### src/rtl/game_sched_pkg.sv
// Shared types and constants for the game scheduler: FSM states, menu colours
// and the Konami button-edge sequence used when KONAMI_CODE_EN is defined.
package game_sched_pkg;

    typedef enum logic [1:0] {
        ST_MENU   = 2'd0,
        ST_LAUNCH = 2'd1,
        ST_PLAY   = 2'd2,
        ST_RESULT = 2'd3
    } state_t;

    localparam logic [2:0] COL_BG     = 3'b001;
    localparam logic [2:0] COL_BAND   = 3'b110;
    localparam logic [2:0] COL_SEL    = 3'b100;
    localparam logic [2:0] COL_RESULT = 3'b010;

    // Button edge vectors are packed as {up, down, esc, enter}.
    localparam logic [3:0] BTN_UP    = 4'b1000;
    localparam logic [3:0] BTN_DOWN  = 4'b0100;
    localparam logic [3:0] BTN_ESC   = 4'b0010;
    localparam logic [3:0] BTN_ENTER = 4'b0001;

    localparam logic [2:0] KSTEP_FIRST = 3'd0;
    localparam logic [2:0] KSTEP_LAST  = 3'd5;

    function automatic logic [3:0] konami_expect(input logic [2:0] step);
        case (step)
            3'd0, 3'd1: konami_expect = BTN_UP;
            3'd2, 3'd3: konami_expect = BTN_DOWN;
            3'd4:       konami_expect = BTN_ESC;
            default:    konami_expect = BTN_ENTER;
        endcase
    endfunction

endpackage

### src/rtl/game_scheduler_btn_edge.sv
// Rising-edge detector for one raw button level; rise = level & ~previous level.
module btn_edge (
    input  logic clk,
    input  logic resetn,
    input  logic level,
    output logic rise
);

    logic prev;

    always_ff @(posedge clk) begin
        if (!resetn) prev <= 1'b0;
        else         prev <= level;
    end

    assign rise = level & ~prev;

endmodule

### src/rtl/game_scheduler.sv
// Menu/launch/play/result sequencer sharing VGA, buttons and Konami among NGAMES cores.
// Optional Konami code detector in the menu is enabled by defining KONAMI_CODE_EN.
module game_scheduler
    import game_sched_pkg::*;
#(
    parameter int NGAMES       = 3,
    parameter int MENU_Y0      = 40,
    parameter int BAND_H       = 32,
    parameter int RESULT_TICKS = 50000000
) (
    input  logic                 Clock,
    input  logic                 Resetn,
    input  logic                 Up,
    input  logic                 Down,
    input  logic                 Esc,
    input  logic                 Enter,
    input  logic [8:0]           VGAx,
    input  logic [7:0]           VGAy,
    input  logic [3*NGAMES-1:0]  GameCol,
    input  logic [10*NGAMES-1:0] GameScore,
    input  logic [NGAMES-1:0]    GameQuit,
    output logic [NGAMES-1:0]    GameEnable,
    output logic                 GameUp,
    output logic                 GameDown,
    output logic                 GameEsc,
    output logic                 GameEnter,
    output logic                 Konami,
    output logic [2:0]           VGAcol,
    output logic [1:0]           Selected,
    output logic [9:0]           HighScore
);

    localparam int               CNT_W    = $clog2(RESULT_TICKS + 1);
    localparam logic [CNT_W-1:0] CNT_LAST = CNT_W'(RESULT_TICKS - 1);
    localparam logic [1:0]       SEL_LAST = 2'(NGAMES - 1);

    state_t              state, state_n;
    logic [1:0]          selected, selected_n;
    logic [NGAMES-1:0]   game_enable, enable_n;
    logic                hold_mask, mask_n;
    logic [CNT_W-1:0]    result_cnt, cnt_n;
    logic [9:0]          last_score, last_n;
    logic [9:0]          high_score [NGAMES];
    logic                hs_we;
    logic                up_e, down_e, esc_e, enter_e;
    logic [9:0]          score_sel;
    logic [9:0]          row;
    logic                unused_sink;

    btn_edge u_up    (.clk(Clock), .resetn(Resetn), .level(Up),    .rise(up_e));
    btn_edge u_down  (.clk(Clock), .resetn(Resetn), .level(Down),  .rise(down_e));
    btn_edge u_esc   (.clk(Clock), .resetn(Resetn), .level(Esc),   .rise(esc_e));
    btn_edge u_enter (.clk(Clock), .resetn(Resetn), .level(Enter), .rise(enter_e));

    assign score_sel = GameScore[int'(selected)*10 +: 10];
    assign row       = {2'b00, VGAy};

`ifdef KONAMI_CODE_EN
    logic       konami_r, konami_n;
    logic [2:0] k_step, step_n;
    logic [3:0] edges;
    logic       konami_done;

    assign edges       = {up_e, down_e, esc_e, enter_e};
    assign konami_done = (k_step == KSTEP_LAST) && (edges == BTN_ENTER);

    always_ff @(posedge Clock) begin
        if (!Resetn) begin
            konami_r <= 1'b0;
            k_step   <= KSTEP_FIRST;
        end else begin
            konami_r <= konami_n;
            k_step   <= step_n;
        end
    end

    // Detector only advances on an edge that is exactly the expected button.
    always_comb begin
        konami_n = konami_r;
        step_n   = k_step;
        if (state == ST_MENU && edges != 4'b0000) begin
            if (edges == konami_expect(k_step)) begin
                if (k_step == KSTEP_LAST) begin
                    konami_n = ~konami_r;
                    step_n   = KSTEP_FIRST;
                end else begin
                    step_n = k_step + 3'd1;
                end
            end else begin
                step_n = up_e ? 3'd1 : KSTEP_FIRST;
            end
        end
        if (state_n != ST_MENU) step_n = KSTEP_FIRST;
    end

    assign Konami = konami_r;
`else
    logic konami_done;
    assign konami_done = 1'b0;
    assign Konami      = 1'b0;
`endif

    always_ff @(posedge Clock) begin
        if (!Resetn) begin
            state       <= ST_MENU;
            selected    <= 2'd0;
            game_enable <= '0;
            hold_mask   <= 1'b1;
            result_cnt  <= '0;
            last_score  <= 10'd0;
            for (int i = 0; i < NGAMES; i++) high_score[i] <= 10'd0;
        end else begin
            state       <= state_n;
            selected    <= selected_n;
            game_enable <= enable_n;
            hold_mask   <= mask_n;
            result_cnt  <= cnt_n;
            last_score  <= last_n;
            if (hs_we) high_score[selected] <= score_sel;
        end
    end

    always_comb begin
        state_n    = state;
        selected_n = selected;
        enable_n   = game_enable;
        mask_n     = hold_mask;
        cnt_n      = result_cnt;
        last_n     = last_score;
        hs_we      = 1'b0;
        case (state)
            ST_MENU: begin
                enable_n = '0;
                if (up_e && !down_e)
                    selected_n = (selected == 2'd0) ? SEL_LAST : selected - 2'd1;
                else if (down_e && !up_e)
                    selected_n = (selected == SEL_LAST) ? 2'd0 : selected + 2'd1;
                if (enter_e && !konami_done) state_n = ST_LAUNCH;
            end
            // One idle cycle with every enable low lets the chosen core clear.
            ST_LAUNCH: begin
                enable_n           = '0;
                enable_n[selected] = 1'b1;
                mask_n             = 1'b1;
                state_n            = ST_PLAY;
            end
            ST_PLAY: begin
                if (!(Up || Down || Esc || Enter)) mask_n = 1'b0;
                if (GameQuit[selected]) begin
                    last_n   = score_sel;
                    hs_we    = score_sel > high_score[selected];
                    enable_n = '0;
                    state_n  = ST_RESULT;
                end
            end
            ST_RESULT: begin
                if (enter_e || result_cnt == CNT_LAST) begin
                    cnt_n   = '0;
                    state_n = ST_MENU;
                end else begin
                    cnt_n = result_cnt + 1'b1;
                end
            end
            default: state_n = ST_MENU;
        endcase
    end

    always_comb begin
        VGAcol = COL_BG;
        case (state)
            ST_PLAY:   VGAcol = GameCol[int'(selected)*3 +: 3];
            ST_RESULT: VGAcol = COL_RESULT;
            ST_MENU: begin
                for (int k = 0; k < NGAMES; k++) begin
                    if (row >= 10'(MENU_Y0 + k*BAND_H) && row < 10'(MENU_Y0 + (k+1)*BAND_H))
                        VGAcol = (2'(k) == selected) ? COL_SEL : COL_BAND;
                end
            end
            default: VGAcol = COL_BG;
        endcase
    end

    assign GameUp      = (state == ST_PLAY) & Up    & ~hold_mask;
    assign GameDown    = (state == ST_PLAY) & Down  & ~hold_mask;
    assign GameEsc     = (state == ST_PLAY) & Esc   & ~hold_mask;
    assign GameEnter   = (state == ST_PLAY) & Enter & ~hold_mask;
    assign GameEnable  = game_enable;
    assign Selected    = selected;
    assign HighScore   = high_score[selected];
    // Column position and the latched final score have no consumer inside this block.
    assign unused_sink = ^{VGAx, last_score, esc_e};

endmodule

### config.mk
export PLATFORM = sky130hd
export DESIGN_NAME = game_scheduler
export DESIGN_NICKNAME = d
export VERILOG_FILES = /design/src/rtl/game_sched_pkg.sv /design/src/rtl/game_scheduler_btn_edge.sv /design/src/rtl/game_scheduler.sv
export SDC_FILE = /design/constraint.sdc
export NUM_CORES = 1
export LEC_CHECK = 0
export BUFFER_PORTS_ARGS = -buffer_cell sky130_fd_sc_hd__buf_2
export CELL_PAD_IN_SITES_DETAIL_PLACEMENT = 1
export CELL_PAD_IN_SITES_GLOBAL_PLACEMENT = 1
export CORE_ASPECT_RATIO = 1.75
export CORE_MARGIN = 2
export CORE_UTILIZATION = 35
export CTS_BUF_LIST = sky130_fd_sc_hd__clkbuf_16
export DETAILED_ROUTE_END_ITERATION = 10
export PLACE_DENSITY = 0.71
export SYNTH_ARGS = -nofsm -noshare
export SYNTH_HDL_FRONTEND = slang
export SYNTH_SLANG_ARGS = --single-unit
### constraint.sdc
create_clock -name Clock -period 6.8 [get_ports Clock]
set_input_delay 0.68 -clock Clock [delete_from_list [all_inputs] [get_ports Clock]]
set_output_delay 0.68 -clock Clock [all_outputs]
set_load 0.01 [all_outputs]
==> metrics, run 1 <==
DR vias 3838; # clock sinks 79; Arr. time, crit path 4370 ps; DP Cell Count 695; Sum Neg Setup Slack 0 ps; LEAKAGE 2.163 nW; clock buffer depth 2; worst-skew pair later-pin latency 330 ps; Yosys reg bits 79; Crit Path Class flop to flop; final hold vios 0; DP Wirelength 9.589 mm; Finished Core Util 0.4187; Final #Nets 621; synth top area cells edfxtp_1 (27%), dfxtp_1 (17%), ha_1 (5.8%); WL final 12.47 mm; # H-tree levels 3; maximum clock rate 224.2 MHz; cells after synthesis 467; Post-synth EDFFs 40; Cell Pwr Density 311.5 nW/µm²; CTS tree built; # hold bufs at CTS 0; post-route ant nets 0; GR Util All Layers 0.1841; vias in the first global route 4136; Worst Clk Skew 7.888 ps; post-synth cell types 57; Mean Syn Cell Area 9.677 µm²; FF-to-FF End high_score[2][5]$_SDFFCE_PN0P_; Post-synth top flop edfxtp_1; post-synth top area share 0.2658; CP Max Fanout 15; Hold Crit Class flop to flop; die width 89.90 µm; Hold EP GameEnable[2]$_SDFFE_PN0P_; largest net degree at the start of global routing 22; first-pass GRT wire length 20.28 mm; starting density of the core 0.3531; crit path capture type flop; num ports 88; Mapped Nets 553; Fill cells 1525; sequential fraction of the synthesis area 0.4385; CORE AREA 12800 µm²; RD Place Congestion 0.7829; share of cells above drive strength 1 0.2222; non-filler cells, final 711; Slew HR 0.2579; Detailed Route Iter0 Violations 83; Peak supply drop 0.0001232 V; hold_sp GameEnable[2]$_SDFFE_PN0P_; setup repair bufs after CTS 0; Vias/cell 5.398; DIE HEIGHT 154.3 µm; WP data required 6710 ps; final setup vio count 0; die footprint 13870 µm²; reg-to-reg slack, setup 2340 ps; asr flop ratio synth 0; cts repair resizes 0; Clk pin slew, worst setup/hold paths 60 ps; Post-Syn Area 4519 µm²; max-cap violations 0; Final min period 4460 ps; TritonCTS Buffers 9; CTS Root Cell clkbuf_16; Layout area overhead 18.58%; hold_ws 458.9 ps; hold path cells 2; wire length per cell 17.54 µm; Worst-Margin Slew 1107 ps; Final Slew Violations 0; Synth Warn # 0; Worst R2R Start Selected[1]$_SDFFE_PN0P_; fin crit share 0.6559; r2r worst-path depth 11; DRT Pass-1 Iters 4; std cell rows 55; top cell type by total area after synthesis edfxtp_1; RSZ-0062 raised after global routing false; status complete, no violations; grt ovf 0; diode count 0; remaining routing DRC violations 0; initial antenna violation count 0; CP Launch Type flop; Port Buf Inserts 74
-- cells in the mapped netlist (4+ instances only) --
cell	n
nor2_1	60
nand2_1	41
edfxtp_1	40
dfxtp_1	39
a21oi_1	36
inv_1	31
nand3_1	29
mux2i_1	24
ha_1	21
clkbuf_1	14
mux4_2	10
and2_1	8
o21ai_0	8
a31oi_1	7
a21o_1	6
and3_1	6
nand3b_1	6
nand4_1	6
and4_1	5
nor2b_1	5
buf_2	4
o31ai_1	4
-- worst max-delay path, stage by stage (launching register included) --
cell and delay [ps]:
dfxtp_1 510, buf_4 330, mux2i_1 210, nor2_1 60, a21oi_1 300, inv_1 110, ha_1 310, and4_1 250
o21a_1 110, o21a_1 220, o31ai_2 920, nand2_1 690
-- flip-flops by register name, indices dropped and copies added, names as in the netlist, named ones only --
register	flops
state	2
result_cnt	26
GameEnable	3
u_up.prev	1
hold_mask	1
high_score	40
u_enter.prev	1
u_down.prev	1
Selected	2
-- routing by layer --
layer | vias to the layer above | GRT usage | routed length, µm
met5 | - | 0 | 0
met1 | 1915 | 0.1811 | 4472
li1 | 1827 | - | -
met4 | 0 | 0.06813 | 272
met3 | 23 | 0.02630 | 368
met2 | 73 | 0.3799 | 7358
-- final cells by class --
class / count / area [µm²] / share of cell area
Clock buffer: 9 / 225.2 / 0.04203
Multi-Input combinational cell: 335 / 2337 / 0.4361
Inverter: 32 / 120.1 / 0.02241
Tap cell: 171 / 214.0 / 0.03993
Clock inverter: 7 / 80.08 / 0.01494
Timing Repair Buffer: 78 / 400.4 / 0.07471
Sequential cell: 79 / 1982 / 0.3698
-- worst max-delay path by stage --
| stage | startpoint | endpoint | slack, ps |
|---|---|---|---|
| 5_1_grt | Selected[1]$_SDFFE_PN0P_ | high_score[2][5]$_SDFFCE_PN0P_ | 2020 |
| 3_5_place_dp | Selected[1]$_SDFFE_PN0P_ | high_score[2][6]$_SDFFCE_PN0P_ | 2270 |
| 3_3_place_gp | Selected[1]$_SDFFE_PN0P_ | high_score[0][7]$_SDFFCE_PN0P_ | 2280 |
| 4_1_cts | Selected[1]$_SDFFE_PN0P_ | high_score[0][4]$_SDFFCE_PN0P_ | 2280 |
| 6_report | Selected[1]$_SDFFE_PN0P_ | high_score[2][5]$_SDFFCE_PN0P_ | 2340 |
| 2_1_floorplan | Selected[1]$_SDFFE_PN0P_ | high_score[0][0]$_SDFFCE_PN0P_ | 3100 |
-- per-stage QoR --
step           worst slack, ps  power (mW)  instance area (µm²)
2_1_floorplan             3101      0.9838                 4519
6_report                  2340       1.669                 5359
3_3_place_gp              2280       1.170                 5054
5_1_grt                   2021       1.780                 5359
4_1_cts                   2281       1.695                 5359
3_5_place_dp              2271       1.196                 5054
-- report_power, final --
part	internal [mW]	switching, mW	total, mW
sequential	0.536	0.0411	0.578
combinational	0.240	0.361	0.601
clock	0.288	0.203	0.491
total	1.06	0.605	1.67
-- kinds of logic (layout without fill, tap and decap cells) --
group,Yosys count,in the layout,synth area share
compound gates,84,84,0.1213
xor+xnor,1,1,0.001938
fa+ha+maj,22,22,0.06035
buf+inv,53,126,0.04762
flops,79,79,0.4385
mux,34,34,0.1030
other cells,1,1,0.0008298
simple gates,193,193,0.2265
-- cells in the final DEF, fill, tap and decap left out, types with 6 or more instances in the layout --
cell / synthesis / routed
buf_2: 4 / 74
nor2_1: 60 / 60
nand2_1: 41 / 41
edfxtp_1: 40 / 40
dfxtp_1: 39 / 39
a21oi_1: 36 / 36
inv_1: 31 / 31
nand3_1: 29 / 29
mux2i_1: 24 / 24
ha_1: 21 / 21
mux4_2: 10 / 10
clkbuf_16: 0 / 9
o21ai_0: 8 / 8
and2_1: 8 / 8
a31oi_1: 7 / 7
a21o_1: 6 / 6
and3_1: 6 / 6
nand4_1: 6 / 6
nand3b_1: 6 / 6
No activity file was read; power rests on OpenSTA's default activity.
==> inputs of run 2 (changes only) <==
--- a/config.mk
+++ b/config.mk
@@ -13,7 +13,7 @@
 export CORE_UTILIZATION = 35
 export CTS_BUF_LIST = sky130_fd_sc_hd__clkbuf_16
 export DETAILED_ROUTE_END_ITERATION = 10
-export PLACE_DENSITY = 0.71
+export PLACE_DENSITY = 0.74
 export SYNTH_ARGS = -nofsm -noshare
 export SYNTH_HDL_FRONTEND = slang
 export SYNTH_SLANG_ARGS = --single-unit
==> constraint.sdc (replaced) <==
create_clock -name Clock -period 3.9 [get_ports Clock]
set_input_delay 0.39 -clock Clock [delete_from_list [all_inputs] [get_ports Clock]]
set_output_delay 0.39 -clock Clock [all_outputs]
set_load 0.01 [all_outputs]
==> run 2 against run 1 <==
Net effect: clock-buffer cell count is the same; critical path depth unchanged; clock power rose by 95%; register-to-register slack worse by 2000 ps; non-clock buffer count grew 7; clock skew up 3.7 ps.
==> metrics, run 2 (synthesis results as in run 1) <==
status complete, no violations (unchanged); Sum Neg Setup Slack 0 ps (unchanged); Final min period 3539 ps (was 4460 ps); DP Cell Count 702 (was 695); remaining routing DRC violations 0 (unchanged); Clk pin slew, worst setup/hold paths 60 ps (about the same); vias in the first global route 4212 (was 4136); total power draw 3.034 mW (was 1.669 mW); first-pass GRT wire length 21.11 mm (was 20.28 mm); Slew HR 0.2925 (was 0.2579); Final WS setup 360.7 ps (was 2340 ps); non-filler cells, final 718 (was 711); max FFs per register 40 (unchanged); WP data required 3850 ps (was 6710 ps); CTS tree built (unchanged); die footprint 13870 µm² (unchanged); Cell Pwr Density 559.2 nW/µm² (was 311.5 nW/µm²); Worst-Margin Slew 1059 ps (was 1107 ps); std cell rows 55 (unchanged); post-route ant nets 0 (unchanged); DRT Pass-1 Iters 5 (was 4); share of cells above drive strength 1 0.2267 (was 0.2222); starting density of the core 0.3531 (unchanged); CP Max Fanout 15 (unchanged); most frequent cells in the layout buf_2 (74), nor2_1 (60), nand2_1 (41) (unchanged); wire length per cell 17.75 µm (was 17.54 µm); hold path cells 2 (unchanged); Peak supply drop 0.0002514 V (was 0.0001232 V); r2r worst-path depth 11 (unchanged); Detailed Route Iter0 Violations 91 (was 83); largest net degree at the start of global routing 21 (was 22); WL final 12.74 mm (was 12.47 mm); cts repair resizes 0 (unchanged); Vias/cell 5.373 (was 5.398); DIE HEIGHT 154.3 µm (unchanged); grt ovf 0 (unchanged); CTS Root Cell clkbuf_16 (unchanged); Worst R2R Start Selected[1]$_SDFFE_PN0P_ (unchanged); Port Buf Inserts 74 (unchanged); hold_sp Down (was GameEnable[2]$_SDFFE_PN0P_); Worst Clk Skew 11.62 ps (was 7.888 ps); Arr. time, crit path 3490 ps (was 4370 ps); num ports 88 (unchanged); Final Slew Violations 0 (unchanged); most flop-heavy register high_score (unchanged); DR vias 3858 (was 3838); worst-skew pair later-pin latency 350 ps (was 330 ps); Layout area overhead 20.04% (was 18.58%); maximum clock rate 282.5 MHz (was 224.2 MHz); # hold bufs at CTS 0 (unchanged); sequential cell area 1982 µm² (unchanged); Finished Core Util 0.4239 (was 0.4187); reg-to-reg slack, setup 360 ps (was 2340 ps); LEAKAGE 2.229 nW (was 2.163 nW); DP Wirelength 9.704 mm (was 9.589 mm); RD Place Congestion 0.7872 (was 0.7829); Setup WS pre-CTS 414.0 ps (was 2271 ps); # H-tree levels 3 (unchanged); leading cell type in the layout, fill and taps excluded buf_2 (unchanged); crit path capture type flop (unchanged); # clock sinks 79 (unchanged); Final #Nets 628 (was 621); Multi-input gate area 2322 µm² (was 2337 µm²); die width 89.90 µm (unchanged); Crit Path Class flop to flop (unchanged); final setup vio count 0 (unchanged); max-cap violations 0 (unchanged); CORE AREA 12800 µm² (unchanged); CP Launch Type flop (unchanged); FF-to-FF End high_score[2][1]$_SDFFCE_PN0P_ (was high_score[2][5]$_SDFFCE_PN0P_); fin crit share 0.9075 (was 0.6559); clock buffer depth 2 (unchanged); diode count 0 (unchanged); final hold vios 0 (unchanged); GR Util All Layers 0.1901 (was 0.1841); TritonCTS Buffers 9 (unchanged); Fill cells 1521 (was 1525); setup repair bufs after CTS 0 (unchanged); Hold Crit Class input port to flop (was flop to flop); initial antenna violation count 0 (unchanged); RSZ-0062 raised after global routing false (unchanged); Hold EP u_down.prev$_SDFF_PN0_ (was GameEnable[2]$_SDFFE_PN0P_)
run 2: worst max-delay path, cell delays in order, from the launching register on:
cell and delay, ps:
dfxtp_1 330, buf_4 270, nor2b_1 80, buf_4 210
a21oi_1 340, inv_1 120, ha_1 330, and4_1 260
o21a_1 120, o21a_1 210, o31ai_1 390, nand2_1 460
run 2: worst max-delay path by stage:
stage | startpoint | end | cells past startpoint
floorplan | Selected[1]$_SDFFE_PN0P_ | high_score[0][0]$_SDFFCE_PN0P_ | 13
finish | Selected[1]$_SDFFE_PN0P_ | high_score[2][1]$_SDFFCE_PN0P_ | 11
CTS | Selected[1]$_SDFFE_PN0P_ | high_score[2][1]$_SDFFCE_PN0P_ | 11
detailed placement | Selected[1]$_SDFFE_PN0P_ | high_score[2][7]$_SDFFCE_PN0P_ | 11
global placement | Selected[1]$_SDFFE_PN0P_ | high_score[0][6]$_SDFFCE_PN0P_ | 11
global route | Selected[1]$_SDFFE_PN0P_ | high_score[2][1]$_SDFFCE_PN0P_ | 11
run 2: layout make-up:
| class | count | share of cell area |
|---|---|---|
| well taps | 171 | 0.03944 |
| repair buffers | 85 | 0.08349 |
| clock buffers | 9 | 0.04151 |
| inverters | 32 | 0.02214 |
| flip-flops and latches | 79 | 0.3653 |
| clock inverters | 7 | 0.02006 |
| multi-input cells | 335 | 0.4280 |
run 2: where the power goes:
group / switching, mW / internal, mW
Sequential: 0.0449 / 0.935
Clock: 0.383 / 0.577
Combinational: 0.663 / 0.431
Total: 1.09 / 1.94
run 2: per-stage QoR:
stage               hold WS [ps]  cell area [µm²]
detailed placement         449.5             5091
CTS                        297.8             5425
global route               315.3             5425
floorplan                  453.2             4519
global placement           445.7             5091
finish                     297.4             5425
run 2: layer usage:
metal	routed length (µm)	up-vias	global-route usage
met5	0	-	0
met4	304	0	0.06593
met3	424	26	0.03264
met2	7403	77	0.3889
met1	4610	1921	0.1884
li1	-	1834	-
==> inputs of run 3 (changes only) <==
--- a/config.mk
+++ b/config.mk
@@ -5,6 +5,7 @@
 export SDC_FILE = /design/constraint.sdc
 export NUM_CORES = 1
 export LEC_CHECK = 0
+export ABC_AREA = 1
 export BUFFER_PORTS_ARGS = -buffer_cell sky130_fd_sc_hd__buf_2
 export CELL_PAD_IN_SITES_DETAIL_PLACEMENT = 1
 export CELL_PAD_IN_SITES_GLOBAL_PLACEMENT = 1
@@ -13,7 +14,7 @@
 export CORE_UTILIZATION = 35
 export CTS_BUF_LIST = sky130_fd_sc_hd__clkbuf_16
 export DETAILED_ROUTE_END_ITERATION = 10
-export PLACE_DENSITY = 0.74
+export PLACE_DENSITY = 0.79
 export SYNTH_ARGS = -nofsm -noshare
 export SYNTH_HDL_FRONTEND = slang
 export SYNTH_SLANG_ARGS = --single-unit
==> run 3 against run 2 <==
Net effect: critical path depth unchanged; utilization down 0.78 points; clock-buffer cell count unchanged; sequential cell count unchanged.
==> metrics, run 3 <==
status complete, no violations (unchanged); grt ovf 0 (unchanged); GR Util All Layers 0.1959 (was 0.1901); die footprint 14410 µm² (was 13870 µm²); DP Wirelength 10.74 mm (was 9.704 mm); Synth Warn # 0 (unchanged); final setup vio count 0 (unchanged); Cell Int Power 1.822 mW (was 1.943 mW); asr flop ratio synth 0 (unchanged); Seq pwr share 0.334 (was 0.323); cells after synthesis 606 (was 467); Clock power frac 0.281 (was 0.316); TritonCTS Buffers 9 (unchanged); num ports 88 (unchanged); post-route ant nets 0 (unchanged); most flop-heavy register high_score (unchanged); CP Launch Type flop (unchanged); most frequent cells in the layout nand2_1 (147), nor2_1 (78), buf_2 (74) (was buf_2 (74), nor2_1 (60), nand2_1 (41)); Arr. time, crit path 3420 ps (was 3490 ps); starting density of the core 0.3550 (was 0.3531); DIE HEIGHT 157.3 µm (was 154.3 µm); max FFs per register 40 (unchanged); first-pass GRT wire length 22.09 mm (was 21.11 mm); Worst path slowest cell and3_1 (was nand2_1); Comb pwr share 0.385 (was 0.361); max-cap violations 0 (unchanged); Vias/cell 5.067 (was 5.373); top post-synthesis cells by count nand2_1 (147), nor2_1 (78), inv_1 (63), a21oi_1 (45), edfxtp_1 (40) (was nor2_1 (60), nand2_1 (41), edfxtp_1 (40), dfxtp_1 (39), a21oi_1 (36)); clock buffer depth 2 (unchanged); Cell Pwr Density 537.0 nW/µm² (was 559.2 nW/µm²); # clock sinks 79 (unchanged); die width 91.61 µm (was 89.90 µm); Yosys reg bits 79 (unchanged); leading cell type in the layout, fill and taps excluded nand2_1 (was buf_2); switching part of the total 0.3844 (was 0.3595); Detailed Route Iter0 Violations 107 (was 91); cell repeated most along the worst path nand2_1; wire length per cell 16.05 µm (was 17.75 µm); top cell type by total area after synthesis edfxtp_1 (unchanged); Net Sw Power 1.138 mW (was 1.091 mW); LEAKAGE 2.344 nW (was 2.229 nW); setup repair bufs after CTS 0 (unchanged); Worst-Margin Slew 750.7 ps (was 1059 ps); Post-Syn Area 4701 µm² (was 4519 µm²); worst-skew pair later-pin latency 340 ps (was 350 ps); fin crit share 0.8825 (was 0.9075); CP Cell Sequence inv_2 > nand2_1 > inv_1 > a32oi_1 > inv_1 > ha_1 > nand2_1 > o21ai_0 > nand2_1 > nand3_1 > and3_1 (was buf_4 > nor2b_1 > buf_4 > a21oi_1 > inv_1 > ha_1 > and4_1 > o21a_1 > o21a_1 > o31ai_1 > nand2_1); DR vias 4337 (was 3858); Sum Neg Setup Slack 0 ps (unchanged); WP data required 3870 ps (was 3850 ps); Mean Syn Cell Area 7.757 µm² (was 9.677 µm²); maximum clock rate 290.6 MHz (was 282.5 MHz); crit-path max cell delay 570 ps (was 460 ps); CORE AREA 13240 µm² (was 12800 µm²); largest net degree at the start of global routing 27 (was 21); sequential fraction of the synthesis area 0.4216 (was 0.4385); critical path's top delay family simple AND/OR/NAND/NOR gates (was compound AO/OA/AOI/OAI gates); Buffers & Inverters on Critical Path 3 (unchanged); synth top area cells edfxtp_1 (26%), dfxtp_1 (17%), nand2_1 (12%) (was edfxtp_1 (27%), dfxtp_1 (17%), ha_1 (5.8%)); Hold Crit Class input port to flop (unchanged); CTS Root Cell clkbuf_16 (unchanged); CTS tree built (unchanged); Slew HR 0.4990 (was 0.2925); final hold vios 0 (unchanged); Placed Instance Area 5219 µm² (was 5091 µm²); Final #Nets 763 (was 628); remaining routing DRC violations 0 (unchanged); Layout area overhead 17.22% (was 20.04%); Clk pin slew, worst setup/hold paths 60 ps (about the same); RSZ-0062 raised after global routing false (unchanged); Worst Clk Skew 7.609 ps (was 11.62 ps); Peak supply drop 0.0002710 V (was 0.0002514 V); cts repair resizes 0 (unchanged); final instance area 5510 µm² (was 5425 µm²); std cell rows 56 (was 55); share of cells above drive strength 1 0.2038 (was 0.2267); Final min period 3442 ps (was 3539 ps); WL final 13.74 mm (was 12.74 mm); count leader, synth nand2_1 (was nor2_1); total power draw 2.959 mW (was 3.034 mW); Crit Path Class flop to flop (unchanged); RD Place Congestion 0.8208 (was 0.7872); crit path capture type flop (unchanged); Mapped Nets 692 (was 553); Port Buf Inserts 74 (unchanged); CP Max Fanout 17 (was 15); Post-synth EDFFs 40 (unchanged); diode count 0 (unchanged); # hold bufs at CTS 0 (unchanged); Post-synth top flop edfxtp_1 (unchanged); post-synth cell types 44 (was 57); initial antenna violation count 0 (unchanged); DRT Pass-1 Iters 4 (was 5); # H-tree levels 3 (unchanged); post-synth top area share 0.2555 (was 0.2658); vias in the first global route 4746 (was 4212); Fill cells 1676 (was 1521); Final Slew Violations 0 (unchanged)
run 3: cell count changes after synthesis, moves of 15 or more:
cell     change
a32oi_1     +19
nand2_1    +106
nor2_1      +18
inv_1       +32
or2_2       +15
mux2i_1     -24
run 3: cell type report:
cell class | instances | area, µm² | share of cell area
sequential | 79 | 1982 | 0.3597
tap | 174 | 217.7 | 0.03951
multi-input combinational | 438 | 2341 | 0.4248
inverter | 68 | 255.2 | 0.04632
timing repair buffer | 81 | 422.9 | 0.07675
clock inverter | 7 | 66.31 | 0.01203
clock buffer | 9 | 225.2 | 0.04087
run 3: tightest hold or removal path: stages:
cell     delay, ps
buf_2          100
nand2_1         50
inv_1           40
run 3: cells by family (layout without fill, tap and decap cells):
family                   count (synthesis)  after routing  share of synthesized area
AND/OR/NAND/NOR                        307            307                     0.2925
XOR/XNOR                                 9              9                    0.01677
adder cells (fa/ha/maj)                 21             21                    0.05590
other                                    1              1                  0.0007977
buffers and inverters                   89            165                    0.08038
AO/OA/AOI/OAI                          100            100                     0.1320
flip-flops                              79             79                     0.4216
run 3: per-layer routing:
metal	wire length, µm	vias to the layer above	part of all wire	global-route usage
li1	-	2146	-	-
met1	4795	2087	0.35	0.1793
met2	8019	74	0.58	0.3992
met3	398	30	0.029	0.03207
met4	529	0	0.038	0.1025
met5	0	-	0	0
run 3: stage by stage:
stage / hold WS (ps) / setup WS [ps] / util / cells
6_report: 263.4 / 458.4 / 0.4161 / 856
3_3_place_gp: 468.1 / 632.3 / 0.3941 / 840
4_1_cts: 252.6 / 489.0 / 0.4161 / 856
2_1_floorplan: 448.5 / 970.8 / - / 606
5_1_grt: 267.8 / 228.0 / 0.4161 / 856
3_5_place_dp: 482.5 / 498.7 / 0.3941 / 840
run 3: path summary, 6_finish.rpt:
kind	start	endpoint	slack [ps]	cells past startpoint
worst min register to register	hold_mask$_SDFFE_PN1P_	hold_mask$_SDFFE_PN1P_	490	2
worst min-delay path	Up	u_up.prev$_SDFF_PN0_	260	3
worst max register to register	Selected[0]$_SDFFE_PN0P_	high_score[3][2]$_DFFE_PP_	460	11
worst max-delay path	Selected[0]$_SDFFE_PN0P_	high_score[3][2]$_DFFE_PP_	460	11
run 3: power groups by stage:
stage	Sequential, mW	Combinational [mW]	Clock, mW
6_report	0.988	1.14	0.831
4_1_cts	0.988	1.14	0.851
2_1_floorplan	0.991	0.749	0
5_1_grt	0.995	1.27	0.883
3_3_place_gp	1.00	1.06	0
3_5_place_dp	1.01	1.14	0
